**config.mk**
```make
export PLATFORM = sky130hd
export DESIGN_NAME = sharpen_kernel_3x3_flat
export DESIGN_NICKNAME = d
export VERILOG_FILES = /design/src/rtl/sharpen_kernel_3x3_pkg.sv /design/src/rtl/sharpen_kernel_3x3_if.sv /design/src/rtl/sharpen_kernel_3x3_window_3x3.sv /design/src/rtl/sharpen_kernel_3x3.sv /design/src/flat_wrapper.sv
export SDC_FILE = /design/constraint.sdc
export NUM_CORES = 1
export LEC_CHECK = 0
export CORE_AREA = 2 2 96 98
export CTS_CLUSTER_SIZE = 25
export DETAILED_ROUTE_END_ITERATION = 10
export DIE_AREA = 0 0 98 100
export GPL_TIMING_DRIVEN = 1
export MAX_ROUTING_LAYER = met4
export PLACE_DENSITY = 0.76
export SLEW_MARGIN = 25
export SYNTH_ARGS = -nofsm -noshare
export SYNTH_HDL_FRONTEND = slang
export SYNTH_SLANG_ARGS = --single-unit
```
**constraint.sdc**
```tcl
create_clock -name clk -period 4.1 [get_ports clk]
set_input_delay 0.82 -clock clk [delete_from_list [all_inputs] [get_ports clk]]
set_output_delay 0.82 -clock clk [all_outputs]
set_load 0.05 [all_outputs]
```
**src/rtl/sharpen_kernel_3x3_pkg.sv**
```systemverilog
// Shared constants and clamp helper for the 3x3 sharpening path.
// Build option: SHARPEN_DIAG_EN selects the 8-neighbour kernel.
package sharpen_pkg;

  localparam int PIX_W = 8;

`ifdef SHARPEN_DIAG_EN
  localparam int SUM_XTRA    = 5;
  localparam int CENTRE_COEF = 9;
  localparam int TB_DEPTH    = 3;
`else
  localparam int SUM_XTRA    = 4;
  localparam int CENTRE_COEF = 5;
  // Corners unused: top/bottom rows only need centre and right columns
  localparam int TB_DEPTH    = 2;
`endif

  localparam int SUM_W   = PIX_W + SUM_XTRA;
  localparam int PIX_MAX = (1 << PIX_W) - 1;

  function automatic logic [31:0] sat_pix(
    input logic signed [31:0] s,
    input int                 w
  );
    logic [31:0] mx;
    mx = (32'd1 << w) - 32'd1;
    if (s < 0) return '0;
    if (s > $signed(mx)) return mx;
    return $unsigned(s);
  endfunction

endpackage

```
**src/rtl/sharpen_kernel_3x3_if.sv**
```systemverilog
// Column-in / pixel-out bus of the 3x3 sharpening kernel.
// No backpressure: the sink always accepts data_out.
interface sharpen_kernel_3x3_if
  import sharpen_pkg::*;
#(
  parameter int WIDTH = PIX_W
);

  logic [WIDTH-1:0] row_top;
  logic [WIDTH-1:0] row_mid;
  logic [WIDTH-1:0] row_bot;
  logic             data_in_valid;
  logic [WIDTH-1:0] data_out;
  logic             data_out_valid;
  logic             line_done;

  modport master (
    output row_top,
    output row_mid,
    output row_bot,
    output data_in_valid,
    input  data_out,
    input  data_out_valid,
    input  line_done
  );

  modport slave (
    input  row_top,
    input  row_mid,
    input  row_bot,
    input  data_in_valid,
    output data_out,
    output data_out_valid,
    output line_done
  );

endinterface

```
**src/rtl/sharpen_kernel_3x3_window_3x3.sv**
```systemverilog
// 3x3 window shift registers with column counter and row-wrap gating.
// SHARPEN_DIAG_EN adds the corner taps and their storage.
module window_3x3
  import sharpen_pkg::*;
#(
  parameter int WIDTH     = PIX_W,
  parameter int IMG_WIDTH = 512,
  parameter int COL_BITS  = 10
) (
  input  logic             clk,
  input  logic             reset,
  input  logic             i_valid,
  input  logic [WIDTH-1:0] i_top,
  input  logic [WIDTH-1:0] i_mid,
  input  logic [WIDTH-1:0] i_bot,
`ifdef SHARPEN_DIAG_EN
  output logic [WIDTH-1:0] o_nw,
  output logic [WIDTH-1:0] o_ne,
  output logic [WIDTH-1:0] o_sw,
  output logic [WIDTH-1:0] o_se,
`endif
  output logic [WIDTH-1:0] o_n,
  output logic [WIDTH-1:0] o_w,
  output logic [WIDTH-1:0] o_c,
  output logic [WIDTH-1:0] o_e,
  output logic [WIDTH-1:0] o_s,
  output logic             o_win_valid,
  output logic             o_win_last
);

  localparam logic [COL_BITS-1:0] COL_END =
    COL_BITS'(IMG_WIDTH - 1);

  logic [WIDTH-1:0]    r_top [TB_DEPTH];
  logic [WIDTH-1:0]    r_mid [3];
  logic [WIDTH-1:0]    r_bot [TB_DEPTH];
  logic [COL_BITS-1:0] r_col;
  logic                r_full;
  logic                r_win_valid;
  logic                r_win_last;
  logic                w_col_end;
  logic                w_win_ok;

  assign w_col_end = (r_col == COL_END);
  assign w_win_ok  = r_full && (r_col >= COL_BITS'(2));

  always_ff @(posedge clk or negedge reset) begin
    if (!reset) begin
      r_top       <= '{default: '0};
      r_mid       <= '{default: '0};
      r_bot       <= '{default: '0};
      r_col       <= '0;
      r_full      <= 1'b0;
      r_win_valid <= 1'b0;
      r_win_last  <= 1'b0;
    end else begin
      r_win_valid <= i_valid && w_win_ok;
      r_win_last  <= i_valid && w_win_ok && w_col_end;
      if (i_valid) begin
        for (int i = 0; i < TB_DEPTH - 1; i++) begin
          r_top[i] <= r_top[i+1];
          r_bot[i] <= r_bot[i+1];
        end
        r_top[TB_DEPTH-1] <= i_top;
        r_bot[TB_DEPTH-1] <= i_bot;
        r_mid[0] <= r_mid[1];
        r_mid[1] <= r_mid[2];
        r_mid[2] <= i_mid;
        r_col  <= w_col_end ? '0 : r_col + 1'b1;
        // Cleared on wrap so no previous-row column can form a window
        r_full <= (r_col != '0) && !w_col_end;
      end
    end
  end

`ifdef SHARPEN_DIAG_EN
  assign o_nw = r_top[0];
  assign o_ne = r_top[2];
  assign o_sw = r_bot[0];
  assign o_se = r_bot[2];
`endif
  assign o_n         = r_top[TB_DEPTH-2];
  assign o_s         = r_bot[TB_DEPTH-2];
  assign o_w         = r_mid[0];
  assign o_c         = r_mid[1];
  assign o_e         = r_mid[2];
  assign o_win_valid = r_win_valid;
  assign o_win_last  = r_win_last;

endmodule

```
**src/rtl/sharpen_kernel_3x3.sv**
```systemverilog
// 3x3 sharpening kernel: window, signed sum stage, clamp stage.
// SHARPEN_DIAG_EN selects the 8-neighbour kernel (centre 9).
module sharpen_kernel_3x3
  import sharpen_pkg::*;
#(
  parameter int WIDTH     = PIX_W,
  parameter int IMG_WIDTH = 512,
  parameter int COL_BITS  = 10
) (
  input logic                 clk,
  input logic                 reset,
  sharpen_kernel_3x3_if.slave bus
);

  localparam int SW = WIDTH + SUM_XTRA;

  logic [WIDTH-1:0]     w_n, w_s, w_w, w_c, w_e;
`ifdef SHARPEN_DIAG_EN
  logic [WIDTH-1:0]     w_nw, w_ne, w_sw, w_se;
`endif
  logic                 w_win_valid;
  logic                 w_win_last;
  logic signed [SW-1:0] w_sum;

  logic signed [SW-1:0] r_sum;
  logic                 r_s1_valid;
  logic                 r_s1_last;
  logic [WIDTH-1:0]     r_out;
  logic                 r_out_valid;
  logic                 r_line_done;

  window_3x3 #(
    .WIDTH     (WIDTH),
    .IMG_WIDTH (IMG_WIDTH),
    .COL_BITS  (COL_BITS)
  ) u_win (
    .clk         (clk),
    .reset       (reset),
    .i_valid     (bus.data_in_valid),
    .i_top       (bus.row_top),
    .i_mid       (bus.row_mid),
    .i_bot       (bus.row_bot),
`ifdef SHARPEN_DIAG_EN
    .o_nw        (w_nw),
    .o_ne        (w_ne),
    .o_sw        (w_sw),
    .o_se        (w_se),
`endif
    .o_n         (w_n),
    .o_w         (w_w),
    .o_c         (w_c),
    .o_e         (w_e),
    .o_s         (w_s),
    .o_win_valid (w_win_valid),
    .o_win_last  (w_win_last)
  );

  function automatic logic signed [SW-1:0] ext(
    input logic [WIDTH-1:0] p
  );
    return $signed({{SUM_XTRA{1'b0}}, p});
  endfunction

  always_comb begin
    w_sum = SW'(CENTRE_COEF) * ext(w_c);
    w_sum = w_sum - ext(w_n) - ext(w_s);
    w_sum = w_sum - ext(w_w) - ext(w_e);
`ifdef SHARPEN_DIAG_EN
    w_sum = w_sum - ext(w_nw) - ext(w_ne);
    w_sum = w_sum - ext(w_sw) - ext(w_se);
`endif
  end

  always_ff @(posedge clk or negedge reset) begin
    if (!reset) begin
      r_sum       <= '0;
      r_s1_valid  <= 1'b0;
      r_s1_last   <= 1'b0;
      r_out       <= '0;
      r_out_valid <= 1'b0;
      r_line_done <= 1'b0;
    end else begin
      r_s1_valid  <= w_win_valid;
      r_s1_last   <= w_win_last;
      r_out_valid <= r_s1_valid;
      r_line_done <= r_s1_valid && r_s1_last;
      if (w_win_valid) begin
        r_sum <= w_sum;
      end
      if (r_s1_valid) begin
        r_out <= WIDTH'(sat_pix(32'(r_sum), WIDTH));
      end
    end
  end

  assign bus.data_out       = r_out;
  assign bus.data_out_valid = r_out_valid;
  assign bus.line_done      = r_line_done;

endmodule

```
**src/flat_wrapper.sv**
```systemverilog
// flat-port wrapper written by rule: the top's interface ports become plain ports
module sharpen_kernel_3x3_flat import sharpen_pkg::*;
#(
  parameter int WIDTH     = PIX_W,
  parameter int IMG_WIDTH = 512,
  parameter int COL_BITS  = 10
)
  (clk, reset, bus_row_top, bus_row_mid, bus_row_bot, bus_data_in_valid, bus_data_out, bus_data_out_valid, bus_line_done);
  sharpen_kernel_3x3_if #(.WIDTH(WIDTH)) bus_i ();
  input logic clk;
  input logic reset;
  input wire logic [$bits(bus_i.row_top)-1:0] bus_row_top;
  input wire logic [$bits(bus_i.row_mid)-1:0] bus_row_mid;
  input wire logic [$bits(bus_i.row_bot)-1:0] bus_row_bot;
  input wire logic [$bits(bus_i.data_in_valid)-1:0] bus_data_in_valid;
  output wire logic [$bits(bus_i.data_out)-1:0] bus_data_out;
  output wire logic [$bits(bus_i.data_out_valid)-1:0] bus_data_out_valid;
  output wire logic [$bits(bus_i.line_done)-1:0] bus_line_done;
  assign bus_i.row_top = bus_row_top;
  assign bus_i.row_mid = bus_row_mid;
  assign bus_i.row_bot = bus_row_bot;
  assign bus_i.data_in_valid = bus_data_in_valid;
  assign bus_data_out = bus_i.data_out;
  assign bus_data_out_valid = bus_i.data_out_valid;
  assign bus_line_done = bus_i.line_done;
  sharpen_kernel_3x3 #(.WIDTH(WIDTH), .IMG_WIDTH(IMG_WIDTH), .COL_BITS(COL_BITS)) u_core (.clk(clk), .reset(reset), .bus(bus_i));
endmodule
```
==> out/metrics.cfg <==
[run_status]
outcome = finished, final reports clean

[global_routing]
grt_pass1_vias = 3246
track_usage = 0.1941
grt_max_degree = 78
grt_overflow = 0
grt_antenna_before_repair = 0
grt_pass1_wl_mm = 14.94

[yosys]
synth_edf_count = 0
synthDistinctLibCells = 49
ys_ff_latch = 93
synth-xor-area-share = 0.03133
synth_adder_area_share = 0.1616
muxShareOfSynthArea = 0.09448
synth_async_sr_flop_share = 1.000
syn_nets = 527
seq_area_frac_synth = 0.4625
synthCells = 450
synthSimpleGateAreaFrac = 0.07036
synth_area_sq_um = 5032
synth_top_family_by_area = adder cells
synth_warnings = 0
yosys_most_used_dff = dfrtp_1
synth-compound-area-share = 0.1164
synth_area_per_cell_sq_um = 11.18

[sta]
finalSetupViolations = 0
max_freq_mhz = 262.6
hold_viol_final = 0
finalSetupTns_ns = 0
worst_pin_slew_ns = 0.6839
finalCritPeriodShare = 0.9287
holdWs_ns = 0.3691
final_max_slew_viol_count = 0
relSlewSlack = 0.5441
rsz0062_at_grt = no
fin_crit_ns = 3.808
skew_ns = 0.009569

[layout]
n_antenna_cell = 0
final_core_util = 0.6421
syn_to_final_growth_pct = 13.43
drive_gt1_frac = 0.1452
instances_no_fill = 600
fin_nets = 562

[setup_path]
start_kind = register
cp.arrival_ns = 4.06
slowest_stage = fa_1
endpoint_kind = register
crit_type = register to register
cpPeakStageDelay_ns = 0.48
crit_top_cell = ha_1
crit_required_ns = 4.35
worstPathMaxFanout = 6
crit_buf_inv = 1
cp_cell_sequence = ha_1, ha_1, fa_1, a21o_1, a21oi_1, xnor2_1, fa_1, inv_1, ha_1, o21a_1, a21oi_1, nor3_1, a221oi_1, nand3_1
path_delay_family = adder cells

[clocking]
postCtsSetupBuffers = 0
ctsRootBufferMaster = clkbuf_8
cts_hold_buf = 0
path_clk_slew_ns = 0.09
cts_num_sinks = 93
cts_tree = built
worstSkewPairLatency_ns = 0.36
numCtsBuffers = 9
cts_resized = 0
cts-htree-levels = 3
clock_path_buffers = 2

[placed_design]
hpwl_mm = 6.233
gp_congestion = 0.8831
place_inst = 585
port-buffer-count = 36

[floorplanning]
core_area_sq_um = 8890
die_h_um = 100
start_util = 0.5661
rows = 35
pin_count = 37
design.die.area_sq_um = 9800
die_w_um = 98

[power_and_ir_drop]
p_leak_nw = 2.640
irDropWorstVdd_v = 0.0004517
p_per_area_nw_per_um2 = 824.6

[routing]
routed-via-count = 3200
firstDrtPassIters = 4
antenna_left = 0
wire_per_inst_um = 14.20
drc = 0
vias_per_cell = 5.333
dr.first_iter.drc_count = 145
drt_wl_total_mm = 8.519

[flow_run]
cap_violations = 0

[min_path]
hold_path.class = register to register

==> through the flow <==
step	worst slack, ns	cell area (sq um)	total power (W)
4_1_cts	0.3260	5704	0.004734
5_1_grt	0.05432	5708	0.005131
3_3_place_gp	0.4627	5483	0.003922
2_1_floorplan	0.5934	5032	0.003469
3_5_place_dp	0.3391	5483	0.004028
6_report	0.2923	5708	0.004707
==> final cells by class <==
| type | count | area (sq um) |
|---|---|---|
| Inverter | 68 | 255.2 |
| Multi-Input combinational cell | 274 | 2386 |
| Timing Repair Buffer | 39 | 379.1 |
| Clock inverter | 5 | 83.83 |
| Tap cell | 111 | 138.9 |
| Clock buffer | 10 | 137.6 |
| Fill cell | 706 | 3182 |
| Sequential cell | 93 | 2327 |
==> per-layer routing <==
| layer | vias to the layer above | track usage | wire, um |
|---|---|---|---|
| met4 | 0 | 0.04808 | 54 |
| li1 | 1574 | - | - |
| met2 | 62 | 0.3066 | 4138 |
| met3 | 5 | 0.03969 | 297 |
| met1 | 1559 | 0.2622 | 4028 |
| met5 | - | - | 0 |
==> cells by family (layout without fill, tap and decap cells) <==
family / after synthesis / after routing
xor+xnor: 18 / 18
simple gates: 73 / 73
fa+ha+maj: 50 / 50
compound gates: 91 / 91
flops: 93 / 93
buf+inv: 83 / 122
mux: 42 / 42
==> synth_stat cells (all sizes together) (8+ instances only) <==
cell    instances  area (sq um)
nand2          34         127.6
ha             25         312.8
inv            67         251.5
o211ai          8         60.06
fa             25         500.5
o21ai          41         209.0
xnor2          15         131.4
mux2           41         465.4
nor2           11         41.29
a21oi          12         63.81
clkbuf         10         38.78
dfrtp          93          2327
==> report_power, final <==
part	switching, W	total (W)	leakage (nW)	internal, W
clock network	0.000322	0.000681	0.105	0.000359
registers	0.000155	0.00129	1.12	0.00113
logic	0.00151	0.00274	1.41	0.00123
total	0.00199	0.00471	2.64	0.00272
==> worst reg2reg max path: stages, from the launching register on <==
cell and delay [ns]:
dfrtp_1 0.42, ha_1 0.32, ha_1 0.26, fa_1 0.41, a21o_1 0.19, a21oi_1 0.23
xnor2_1 0.11, fa_1 0.48, inv_1 0.04, ha_1 0.37, o21a_1 0.22, a21oi_1 0.25
nor3_1 0.10, a221oi_1 0.21, nand3_1 0.10
==> flip-flops by register name, indices dropped and copies added, names as in the netlist <==
register	flops
u_core.u_win.o_w	8
u_core.bus.data_out	8
u_core.u_win.o_s	8
u_core.bus.data_out_valid	1
u_core.r_s1_last	1
u_core.u_win.o_e	8
u_core.r_sum	12
u_core.u_win.o_win_valid	1
u_core.u_win.r_full	1
u_core.u_win.o_c	8
u_core.u_win.r_top	8
u_core.bus.line_done	1
u_core.r_s1_valid	1
u_core.u_win.r_bot	8
u_core.u_win.o_n	8
u_core.u_win.o_win_last	1
u_core.u_win.r_col	10
==> layout by cell type (no fill, tap or decap), types with 3 or more instances in the layout <==
| master | synthesis | routed |
|---|---|---|
| o21bai_1 | 3 | 3 |
| dfrtp_1 | 93 | 93 |
| o21ai_0 | 36 | 36 |
| a211oi_1 | 4 | 4 |
| nor2_1 | 11 | 11 |
| nand2_1 | 34 | 34 |
| o211ai_1 | 8 | 8 |
| fa_1 | 25 | 25 |
| inv_1 | 66 | 66 |
| xor2_1 | 3 | 3 |
| ha_1 | 25 | 25 |
| a21oi_1 | 11 | 11 |
| a21o_1 | 6 | 6 |
| and3_1 | 3 | 3 |
| clkbuf_8 | 0 | 10 |
| o21ai_1 | 4 | 4 |
| xnor2_1 | 15 | 15 |
| clkdlybuf4s50_1 | 0 | 34 |
| nand4_1 | 5 | 5 |
| buf_4 | 0 | 3 |
| mux2_2 | 40 | 40 |
| nor3_1 | 5 | 5 |
| nand3_1 | 5 | 5 |
==> path summary, 6_finish.rpt <==
check	startpoint	endpoint	slack [ns]	depth (start not counted)
setup / recovery	u_core.u_win.o_c[1]	u_core.r_sum[9]	0.29	14
hold / removal	u_core.u_win.o_win_last	u_core.r_s1_last	0.37	0
setup reg to reg	u_core.u_win.o_c[1]	u_core.r_sum[9]	0.29	14
hold reg to reg	u_core.u_win.o_win_last	u_core.r_s1_last	0.37	0
max in group asynchronous	reset	u_core.u_win.r_top[0]	2.93	2
min in group asynchronous	reset	u_core.r_sum[10]	0.48	1
(Power assumes the default switching activity.)
